[config.mk]
export PLATFORM = sky130hd
export DESIGN_NAME = instr_sequencer_flat
export DESIGN_NICKNAME = d
export VERILOG_FILES = /design/src/rtl/instr_sequencer_if.sv /design/src/rtl/instr_sequencer.sv /design/src/flat_wrapper.sv
export SDC_FILE = /design/constraint.sdc
export NUM_CORES = 1
export LEC_CHECK = 0
export ABC_AREA = 1
export ABC_CLOCK_PERIOD_IN_PS = 1330
export CELL_PAD_IN_SITES_DETAIL_PLACEMENT = 1
export CELL_PAD_IN_SITES_GLOBAL_PLACEMENT = 1
export CORE_MARGIN = 3
export CORE_UTILIZATION = 24
export DETAILED_ROUTE_END_ITERATION = 12
export GPL_ROUTABILITY_DRIVEN = 0
export PLACE_DENSITY = 0.82
export SKIP_LAST_GASP = 1
export SLEW_MARGIN = 20
export SYNTH_ARGS = -nofsm -noshare
export SYNTH_HDL_FRONTEND = slang
export SYNTH_SLANG_ARGS = --single-unit
[constraint.sdc]
create_clock -name clk -period 1.33 [get_ports clk]
set_input_delay 0.133 -clock clk [delete_from_list [all_inputs] [get_ports clk]]
set_output_delay 0.133 -clock clk [all_outputs]
set_load 0.02 [all_outputs]
[src/rtl/instr_sequencer_if.sv]
// Sequencer <-> datapath/ROM bundle.
// The master side is the sequencer; the slave side is the datapath plus program ROM.
interface instr_sequencer_if #(
    parameter int PC_W = 5
);
    logic            run;
    logic [22:0]     instr_in;
    logic            rom_en;
    logic [PC_W-1:0] pc;
    logic            data_out;
    logic [7:0]      bus1_buf_en;
    logic [7:0]      bus2_buf_en;
    logic [7:0]      reg_en;
    logic            g_in;
    logic            g_out;
    logic [6:0]      math_enables;
    logic            instr_done;
    logic            halted;
    logic            illegal;

    modport master (
        input  run, instr_in,
        output rom_en, pc, data_out, bus1_buf_en, bus2_buf_en, reg_en,
        output g_in, g_out, math_enables, instr_done, halted, illegal
    );

    modport slave (
        output run, instr_in,
        input  rom_en, pc, data_out, bus1_buf_en, bus2_buf_en, reg_en,
        input  g_in, g_out, math_enables, instr_done, halted, illegal
    );
endinterface

[src/rtl/instr_sequencer.sv]
// Multi-cycle control unit: fetch/latch/execute over a synchronous ROM,
// driving register, bus, G and math enables of the simple datapath.
module instr_sequencer #(
    parameter int         PC_W    = 5,
    parameter logic [3:0] HALT_OP = 4'b1111
) (
    input  logic               clk,
    input  logic               reset,
    instr_sequencer_if.master  io
);

    typedef enum logic [2:0] {
        IDLE, FETCH, LATCH, EXEC1, EXEC2, NEXT, HALTED
    } state_t;

    state_t          state, state_nx;
    logic [PC_W-1:0] pc_q;
    logic [9:0]      ir;
    logic            illegal_q;
    logic            set_illegal;

    logic [3:0] func;
    logic [2:0] rx, ry;
    logic [7:0] rx_oh, ry_oh;
    logic       is_halt, is_load, is_move, is_alu;
    logic [6:0] math_code;
    logic       unused_imm;

    // Only func/rx/ry are needed; the immediate goes straight to the datapath.
    assign unused_imm = ^io.instr_in[12:0];

    assign func  = ir[9:6];
    assign rx    = ir[5:3];
    assign ry    = ir[2:0];
    assign rx_oh = 8'b1 << rx;
    assign ry_oh = 8'b1 << ry;

    // Classes are made disjoint so a retuned HALT_OP always wins.
    assign is_halt = func == HALT_OP;
    assign is_load = !is_halt && func == 4'd1;
    assign is_move = !is_halt && func == 4'd2;
    assign is_alu  = !is_halt && func >= 4'd3 && func <= 4'd9;

    always_comb begin
        math_code = 7'b0000000;
        unique case (func)
            4'd3:    math_code = 7'b0100000;
            4'd4:    math_code = 7'b0010000;
            4'd5:    math_code = 7'b1000000;
            4'd6:    math_code = 7'b0000100;
            4'd7:    math_code = 7'b0001000;
            4'd8:    math_code = 7'b0000010;
            4'd9:    math_code = 7'b0000001;
            default: math_code = 7'b0000000;
        endcase
    end

    always_comb begin
        state_nx        = state;
        set_illegal     = 1'b0;
        io.rom_en       = 1'b0;
        io.data_out     = 1'b0;
        io.bus1_buf_en  = 8'h00;
        io.bus2_buf_en  = 8'h00;
        io.reg_en       = 8'h00;
        io.g_in         = 1'b0;
        io.g_out        = 1'b0;
        io.math_enables = 7'b0000000;
        io.instr_done   = 1'b0;
        io.halted       = 1'b0;
        unique case (state)
            IDLE: if (io.run) state_nx = FETCH;
            FETCH: begin
                io.rom_en = 1'b1;
                state_nx  = LATCH;
            end
            LATCH: state_nx = EXEC1;
            EXEC1: begin
                state_nx = NEXT;
                unique case (1'b1)
                    is_halt: state_nx = HALTED;
                    is_load: begin
                        io.data_out = 1'b1;
                        io.reg_en   = rx_oh;
                    end
                    is_move: begin
                        io.bus1_buf_en = ry_oh;
                        io.reg_en      = rx_oh;
                    end
                    is_alu: begin
                        io.bus1_buf_en  = rx_oh;
                        io.bus2_buf_en  = ry_oh;
                        io.g_in         = 1'b1;
                        io.math_enables = math_code;
                        state_nx        = EXEC2;
                    end
                    default: set_illegal = 1'b1;
                endcase
            end
            EXEC2: begin
                io.g_out        = 1'b1;
                io.reg_en       = rx_oh;
                io.math_enables = math_code;
                state_nx        = NEXT;
            end
            NEXT: begin
                io.instr_done = 1'b1;
                state_nx      = io.run ? FETCH : IDLE;
            end
            HALTED: io.halted = 1'b1;
            default: state_nx = IDLE;
        endcase
    end

    always_ff @(posedge clk) begin
        if (reset) begin
            state     <= IDLE;
            pc_q      <= '0;
            ir        <= '0;
            illegal_q <= 1'b0;
        end else begin
            state <= state_nx;
            if (state == LATCH) ir <= io.instr_in[22:13];
            if (state == NEXT) pc_q <= pc_q + 1'b1;
            if (set_illegal) illegal_q <= 1'b1;
        end
    end

    assign io.pc      = pc_q;
    assign io.illegal = illegal_q;

endmodule

[src/flat_wrapper.sv]
// flat-port wrapper written by rule: the top's interface ports become plain ports
module instr_sequencer_flat 
#(
    parameter int         PC_W    = 5,
    parameter logic [3:0] HALT_OP = 4'b1111
)
  (clk, reset, io_run, io_instr_in, io_rom_en, io_pc, io_data_out, io_bus1_buf_en, io_bus2_buf_en, io_reg_en, io_g_in, io_g_out, io_math_enables, io_instr_done, io_halted, io_illegal);
  instr_sequencer_if #(.PC_W(PC_W)) io_i ();
  input  logic clk;
  input  logic reset;
  input wire logic [$bits(io_i.run)-1:0] io_run;
  input wire logic [$bits(io_i.instr_in)-1:0] io_instr_in;
  output wire logic [$bits(io_i.rom_en)-1:0] io_rom_en;
  output wire logic [$bits(io_i.pc)-1:0] io_pc;
  output wire logic [$bits(io_i.data_out)-1:0] io_data_out;
  output wire logic [$bits(io_i.bus1_buf_en)-1:0] io_bus1_buf_en;
  output wire logic [$bits(io_i.bus2_buf_en)-1:0] io_bus2_buf_en;
  output wire logic [$bits(io_i.reg_en)-1:0] io_reg_en;
  output wire logic [$bits(io_i.g_in)-1:0] io_g_in;
  output wire logic [$bits(io_i.g_out)-1:0] io_g_out;
  output wire logic [$bits(io_i.math_enables)-1:0] io_math_enables;
  output wire logic [$bits(io_i.instr_done)-1:0] io_instr_done;
  output wire logic [$bits(io_i.halted)-1:0] io_halted;
  output wire logic [$bits(io_i.illegal)-1:0] io_illegal;
  assign io_i.run = io_run;
  assign io_i.instr_in = io_instr_in;
  assign io_rom_en = io_i.rom_en;
  assign io_pc = io_i.pc;
  assign io_data_out = io_i.data_out;
  assign io_bus1_buf_en = io_i.bus1_buf_en;
  assign io_bus2_buf_en = io_i.bus2_buf_en;
  assign io_reg_en = io_i.reg_en;
  assign io_g_in = io_i.g_in;
  assign io_g_out = io_i.g_out;
  assign io_math_enables = io_i.math_enables;
  assign io_instr_done = io_i.instr_done;
  assign io_halted = io_i.halted;
  assign io_illegal = io_i.illegal;
  instr_sequencer #(.PC_W(PC_W), .HALT_OP(HALT_OP)) u_core (.clk(clk), .reset(reset), .io(io_i));
endmodule
==> impl_metrics.prom <==
# TYPE chip_impl_metric gauge
chip_impl_metric{name="fin_worst_skew",unit="ns"} 0.00325
chip_impl_metric{name="seqCellArea",unit="um2"} 408
chip_impl_info{name="critPathLaunchType",value="flop"} 1
chip_impl_metric{name="grt_overflow_total",unit=""} 0
chip_impl_metric{name="synth_seq_area_share",unit=""} 0.321
chip_impl_metric{name="postRouteWirelength",unit="um"} 5960
chip_impl_info{name="gr-max-usage-layer",value="met2"} 1
chip_impl_metric{name="transition_time_at_the_pin_with_the_least_slew_margin",unit="ns"} 0.475
chip_impl_metric{name="setup_ws",unit="ns"} -0.277
chip_impl_metric{name="multi_input_comb_area",unit="mm2"} 0.00101
chip_impl_metric{name="syn_avg_cell_area",unit="um2"} 6.23
chip_impl_info{name="worstPathCellList",value="inv_4 > nand3_4 > buf_12 > nand2_8 > nand3_1 > nor2_1 > buf_4"} 1
chip_impl_metric{name="final_net_count",unit=""} 318
chip_impl_metric{name="first_iter_violations",unit=""} 34
chip_impl_metric{name="grt_util_met3",unit=""} 0.0236
chip_impl_metric{name="total_cts_buffers",unit=""} 3
chip_impl_metric{name="part_of_the_cycle_the_worst_path_needs",unit=""} 1.21
chip_impl_metric{name="gr_layer_usage_met1",unit=""} 0.214
chip_impl_metric{name="die_width",unit="um"} 76.2
chip_impl_metric{name="synth.net_count",unit=""} 217
chip_impl_metric{name="diodes",unit=""} 0
chip_impl_info{name="criticalPathCategory",value="reg -> out"} 1
chip_impl_metric{name="fmaxAchievable",unit="GHz"} 0.622
chip_impl_metric{name="num_rows",unit=""} 24
chip_impl_metric{name="stdcell_count",unit=""} 355
chip_impl_metric{name="drive_above_1_share",unit=""} 0.552
chip_impl_metric{name="critPathMaxFanout",unit=""} 4
chip_impl_metric{name="power_per_cell_area",unit="mW/mm2"} 747
chip_impl_metric{name="initial_util",unit=""} 0.259
chip_impl_info{name="cts.root.buffer_cell",value="sky130_fd_sc_hd__clkbuf_8"} 1
chip_impl_metric{name="preCtsSetupSlack",unit="ns"} -0.525
chip_impl_metric{name="netlist_area_before_placement",unit="mm2"} 0.00118
chip_impl_metric{name="total_chip_power",unit="mW"} 1.91
chip_impl_metric{name="dpl-instance-area",unit="mm2"} 0.00210
chip_impl_metric{name="fp.coreArea",unit="mm2"} 0.00456
chip_impl_metric{name="clockBufferDepth",unit=""} 2
chip_impl_metric{name="fp.dieArea",unit="mm2"} 0.00581
chip_impl_metric{name="grt_max_degree",unit=""} 15
chip_impl_metric{name="register_clock_pin_slew_on_the_reported_worst_setup_and_hold_paths",unit="ns"} 0.08
chip_impl_metric{name="routed_wire_length_per_instance",unit="um"} 16.8
chip_impl_metric{name="detail-route-antenna-nets",unit=""} 0
chip_impl_metric{name="finalInstanceArea",unit="mm2"} 0.00255
chip_impl_metric{name="report.final.setup_viol",unit=""} 34
chip_impl_metric{name="critPathArrivalTime",unit="ns"} 1.47
chip_impl_metric{name="post_synthesis_sequential_element_count",unit=""} 19
chip_impl_metric{name="post_synth_num_cell_types",unit=""} 23
chip_impl_metric{name="global_route.usage.total",unit=""} 0.176
chip_impl_info{name="outcome",value="finished, violations left"} 1
chip_impl_metric{name="io_pins",unit=""} 69
chip_impl_metric{name="max_stage_delay",unit="ns"} 0.39
chip_impl_metric{name="slew_headroom",unit=""} 0.683
chip_impl_metric{name="detailedRoute.firstPassIterationCount",unit=""} 4
chip_impl_info{name="crit_path_slowest_cell",value="sky130_fd_sc_hd__dfxtp_4"} 1
chip_impl_metric{name="drv_cap",unit=""} 0
chip_impl_metric{name="shortest_period_the_worst_path_allows",unit="ns"} 1.61
chip_impl_metric{name="grt_pass1_wl",unit="um"} 8230
chip_impl_info{name="tritoncts",value="yes"} 1
chip_impl_metric{name="area.growth.synth_to_final",unit="%"} 115
chip_impl_info{name="failing_checks",value="setup timing"} 1
chip_impl_metric{name="power_leakage",unit="nW"} 1.05
chip_impl_metric{name="max-vdd-ir-drop",unit="V"} 0.000359
chip_impl_metric{name="synthesis.instances",unit=""} 190
chip_impl_metric{name="use_met2",unit=""} 0.298
chip_impl_metric{name="place.detailed.instances",unit=""} 344
chip_impl_metric{name="port_buffers",unit=""} 55
chip_impl_info{name="crit_path_end_kind",value="primary output"} 1
chip_impl_info{name="hold_path_class",value="in -> reg"} 1
chip_impl_metric{name="cp_data_required_time",unit="ns"} 1.20
chip_impl_info{name="cpLargestDelayFamily",value="simple AND/OR/NAND/NOR gates"} 1
chip_impl_metric{name="grt_antenna_before_repair",unit=""} 0
chip_impl_metric{name="yosysWarnings",unit=""} 0
chip_impl_metric{name="grt_pass1_vias",unit=""} 1708
chip_impl_metric{name="drt_drc_violations_left",unit=""} 0
chip_impl_metric{name="path_buf_inv",unit=""} 3
chip_impl_metric{name="hpwl",unit="um"} 3530
chip_impl_info{name="grt_setup_unrepaired",value="yes"} 1
chip_impl_metric{name="timing.final.max_slew_violations",unit=""} 0
chip_impl_metric{name="fillers",unit=""} 579
chip_impl_metric{name="route.detailed.vias_per_inst",unit=""} 4.80
chip_impl_metric{name="numClockSinks",unit=""} 19
chip_impl_metric{name="vias",unit=""} 1704
chip_impl_metric{name="h-tree-depth",unit=""} 1
chip_impl_metric{name="die_h",unit="um"} 76.2
chip_impl_metric{name="clk_latency",unit="ns"} 0.26
chip_impl_metric{name="final-hold-violation-count",unit=""} 0
## per-stage QoR
step	util	hold slack, ns	TNS (ns)
CTS	0.490	0.459	-5.88
detailed placement	0.460	0.450	-15.37
global placement	0.460	0.439	-14.16
floorplan	-	0.202	-0.837
global route	0.559	0.482	-9.93
finish	0.559	0.469	-7.62
## cells by family after synthesis
| family | count (synthesis) | synth area share |
|---|---|---|
| xor+xnor | 1 | 0.00740 |
| fa+ha+maj | 1 | 0.0106 |
| compound gates | 39 | 0.166 |
| simple gates | 96 | 0.385 |
| flops | 19 | 0.321 |
| buf+inv | 34 | 0.110 |
## state kept, by name, summed over array words and instances (netlist names)
name and cells:
u_core.io.illegal 1, u_core.state 3, u_core.ir 10, u_core.io.pc 5
## final timing paths
path | start | endpoint | slack, ns | cells past startpoint
setup reg to reg | u_core.state[2]$_SDFFE_PP0P_ | u_core.ir[4]$_SDFFE_PP0P_ | 0.05 | 7
hold / removal | io_instr_in[22] | u_core.ir[9]$_SDFFE_PP0P_ | 0.47 | 3
setup / recovery | u_core.state[2]$_SDFFE_PP0P_ | io_math_enables[0] | -0.28 | 7
hold reg to reg | u_core.io.illegal$_SDFFE_PP0P_ | u_core.io.illegal$_SDFFE_PP0P_ | 0.48 | 2
## report_power, final
| part | internal [mW] | switching, mW | total [mW] |
|---|---|---|---|
| sequential | 0.625 | 0.0910 | 0.716 |
| clock | 0.214 | 0.212 | 0.426 |
| combinational | 0.326 | 0.437 | 0.763 |
## cells in the final DEF (no fill, tap or decap), types with 2 or more instances in the layout
master and n:
sky130_fd_sc_hd__a21oi_1 15, sky130_fd_sc_hd__buf_12 2, sky130_fd_sc_hd__buf_2 2, sky130_fd_sc_hd__buf_4 53, sky130_fd_sc_hd__buf_6 23, sky130_fd_sc_hd__clkbuf_8 3
sky130_fd_sc_hd__clkdlybuf4s50_1 12, sky130_fd_sc_hd__dfxtp_1 9, sky130_fd_sc_hd__dfxtp_2 4, sky130_fd_sc_hd__dfxtp_4 6, sky130_fd_sc_hd__dlygate4sd2_1 6, sky130_fd_sc_hd__inv_1 21
sky130_fd_sc_hd__inv_2 6, sky130_fd_sc_hd__inv_4 3, sky130_fd_sc_hd__nand2_1 19, sky130_fd_sc_hd__nand2_2 3, sky130_fd_sc_hd__nand2_4 3, sky130_fd_sc_hd__nand2_8 2
sky130_fd_sc_hd__nand3_1 16, sky130_fd_sc_hd__nand3_4 5, sky130_fd_sc_hd__nand4_1 2, sky130_fd_sc_hd__nor2_1 10, sky130_fd_sc_hd__nor2_2 13, sky130_fd_sc_hd__nor2_4 11
sky130_fd_sc_hd__nor3_1 2, sky130_fd_sc_hd__nor3_2 5, sky130_fd_sc_hd__nor3_4 2, sky130_fd_sc_hd__o21ai_1 12, sky130_fd_sc_hd__o21ai_2 7
## tightest hold or removal path: stages
cell and delay [ns]:
sky130_fd_sc_hd__clkdlybuf4s50_1 0.39, sky130_fd_sc_hd__o21ai_1 0.12, sky130_fd_sc_hd__a21oi_1 0.05
## per-layer routing
metal | up-vias | part of all wire
li1 | 825 | -
met1 | 823 | 0.42
met2 | 48 | 0.53
met3 | 8 | 0.035
met4 | 0 | 0.015
met5 | - | 0
## timing repair
action	CTS	global route
resized for setup	248	76
setup buffers	2	4
pin swaps	4	6
hold buffers	0	0
setup endpoints to repair	43	44
cloned	1	1
endpoints found under the hold margin	0	0
## layout make-up
class                   instances  area share
multi-input cells             138       0.395
repair buffers                 98       0.345
flip-flops and latches         19       0.160
inverters                      31      0.0505
well taps                      65      0.0319
clock buffers                   4      0.0177
## cell usage after synthesis
cell type / count / share of area
sky130_fd_sc_hd__nor2_1: 32 / 0.10
sky130_fd_sc_hd__inv_1: 26 / 0.082
sky130_fd_sc_hd__nand2_1: 24 / 0.076
sky130_fd_sc_hd__dfxtp_1: 19 / 0.32
sky130_fd_sc_hd__nand3_1: 19 / 0.080
sky130_fd_sc_hd__a21oi_1: 17 / 0.072
sky130_fd_sc_hd__o21ai_1: 11 / 0.047
sky130_fd_sc_hd__o21ai_0: 10 / 0.042
sky130_fd_sc_hd__nor3_1: 8 / 0.034
sky130_fd_sc_hd__inv_2: 5 / 0.016
sky130_fd_sc_hd__nand2_2: 3 / 0.016
sky130_fd_sc_hd__nand3_2: 3 / 0.025
sky130_fd_sc_hd__buf_2: 2 / 0.0085
sky130_fd_sc_hd__nand4_1: 2 / 0.011
sky130_fd_sc_hd__a31oi_1: 1 / 0.0053
sky130_fd_sc_hd__and3_1: 1 / 0.0053
sky130_fd_sc_hd__clkbuf_1: 1 / 0.0032
sky130_fd_sc_hd__ha_1: 1 / 0.011
sky130_fd_sc_hd__nor2_2: 1 / 0.0053
sky130_fd_sc_hd__nor2_8: 1 / 0.017
sky130_fd_sc_hd__nor3_2: 1 / 0.0085
sky130_fd_sc_hd__nor4_1: 1 / 0.0053
sky130_fd_sc_hd__xor2_1: 1 / 0.0074
No activity file was read; power rests on OpenSTA's default activity.
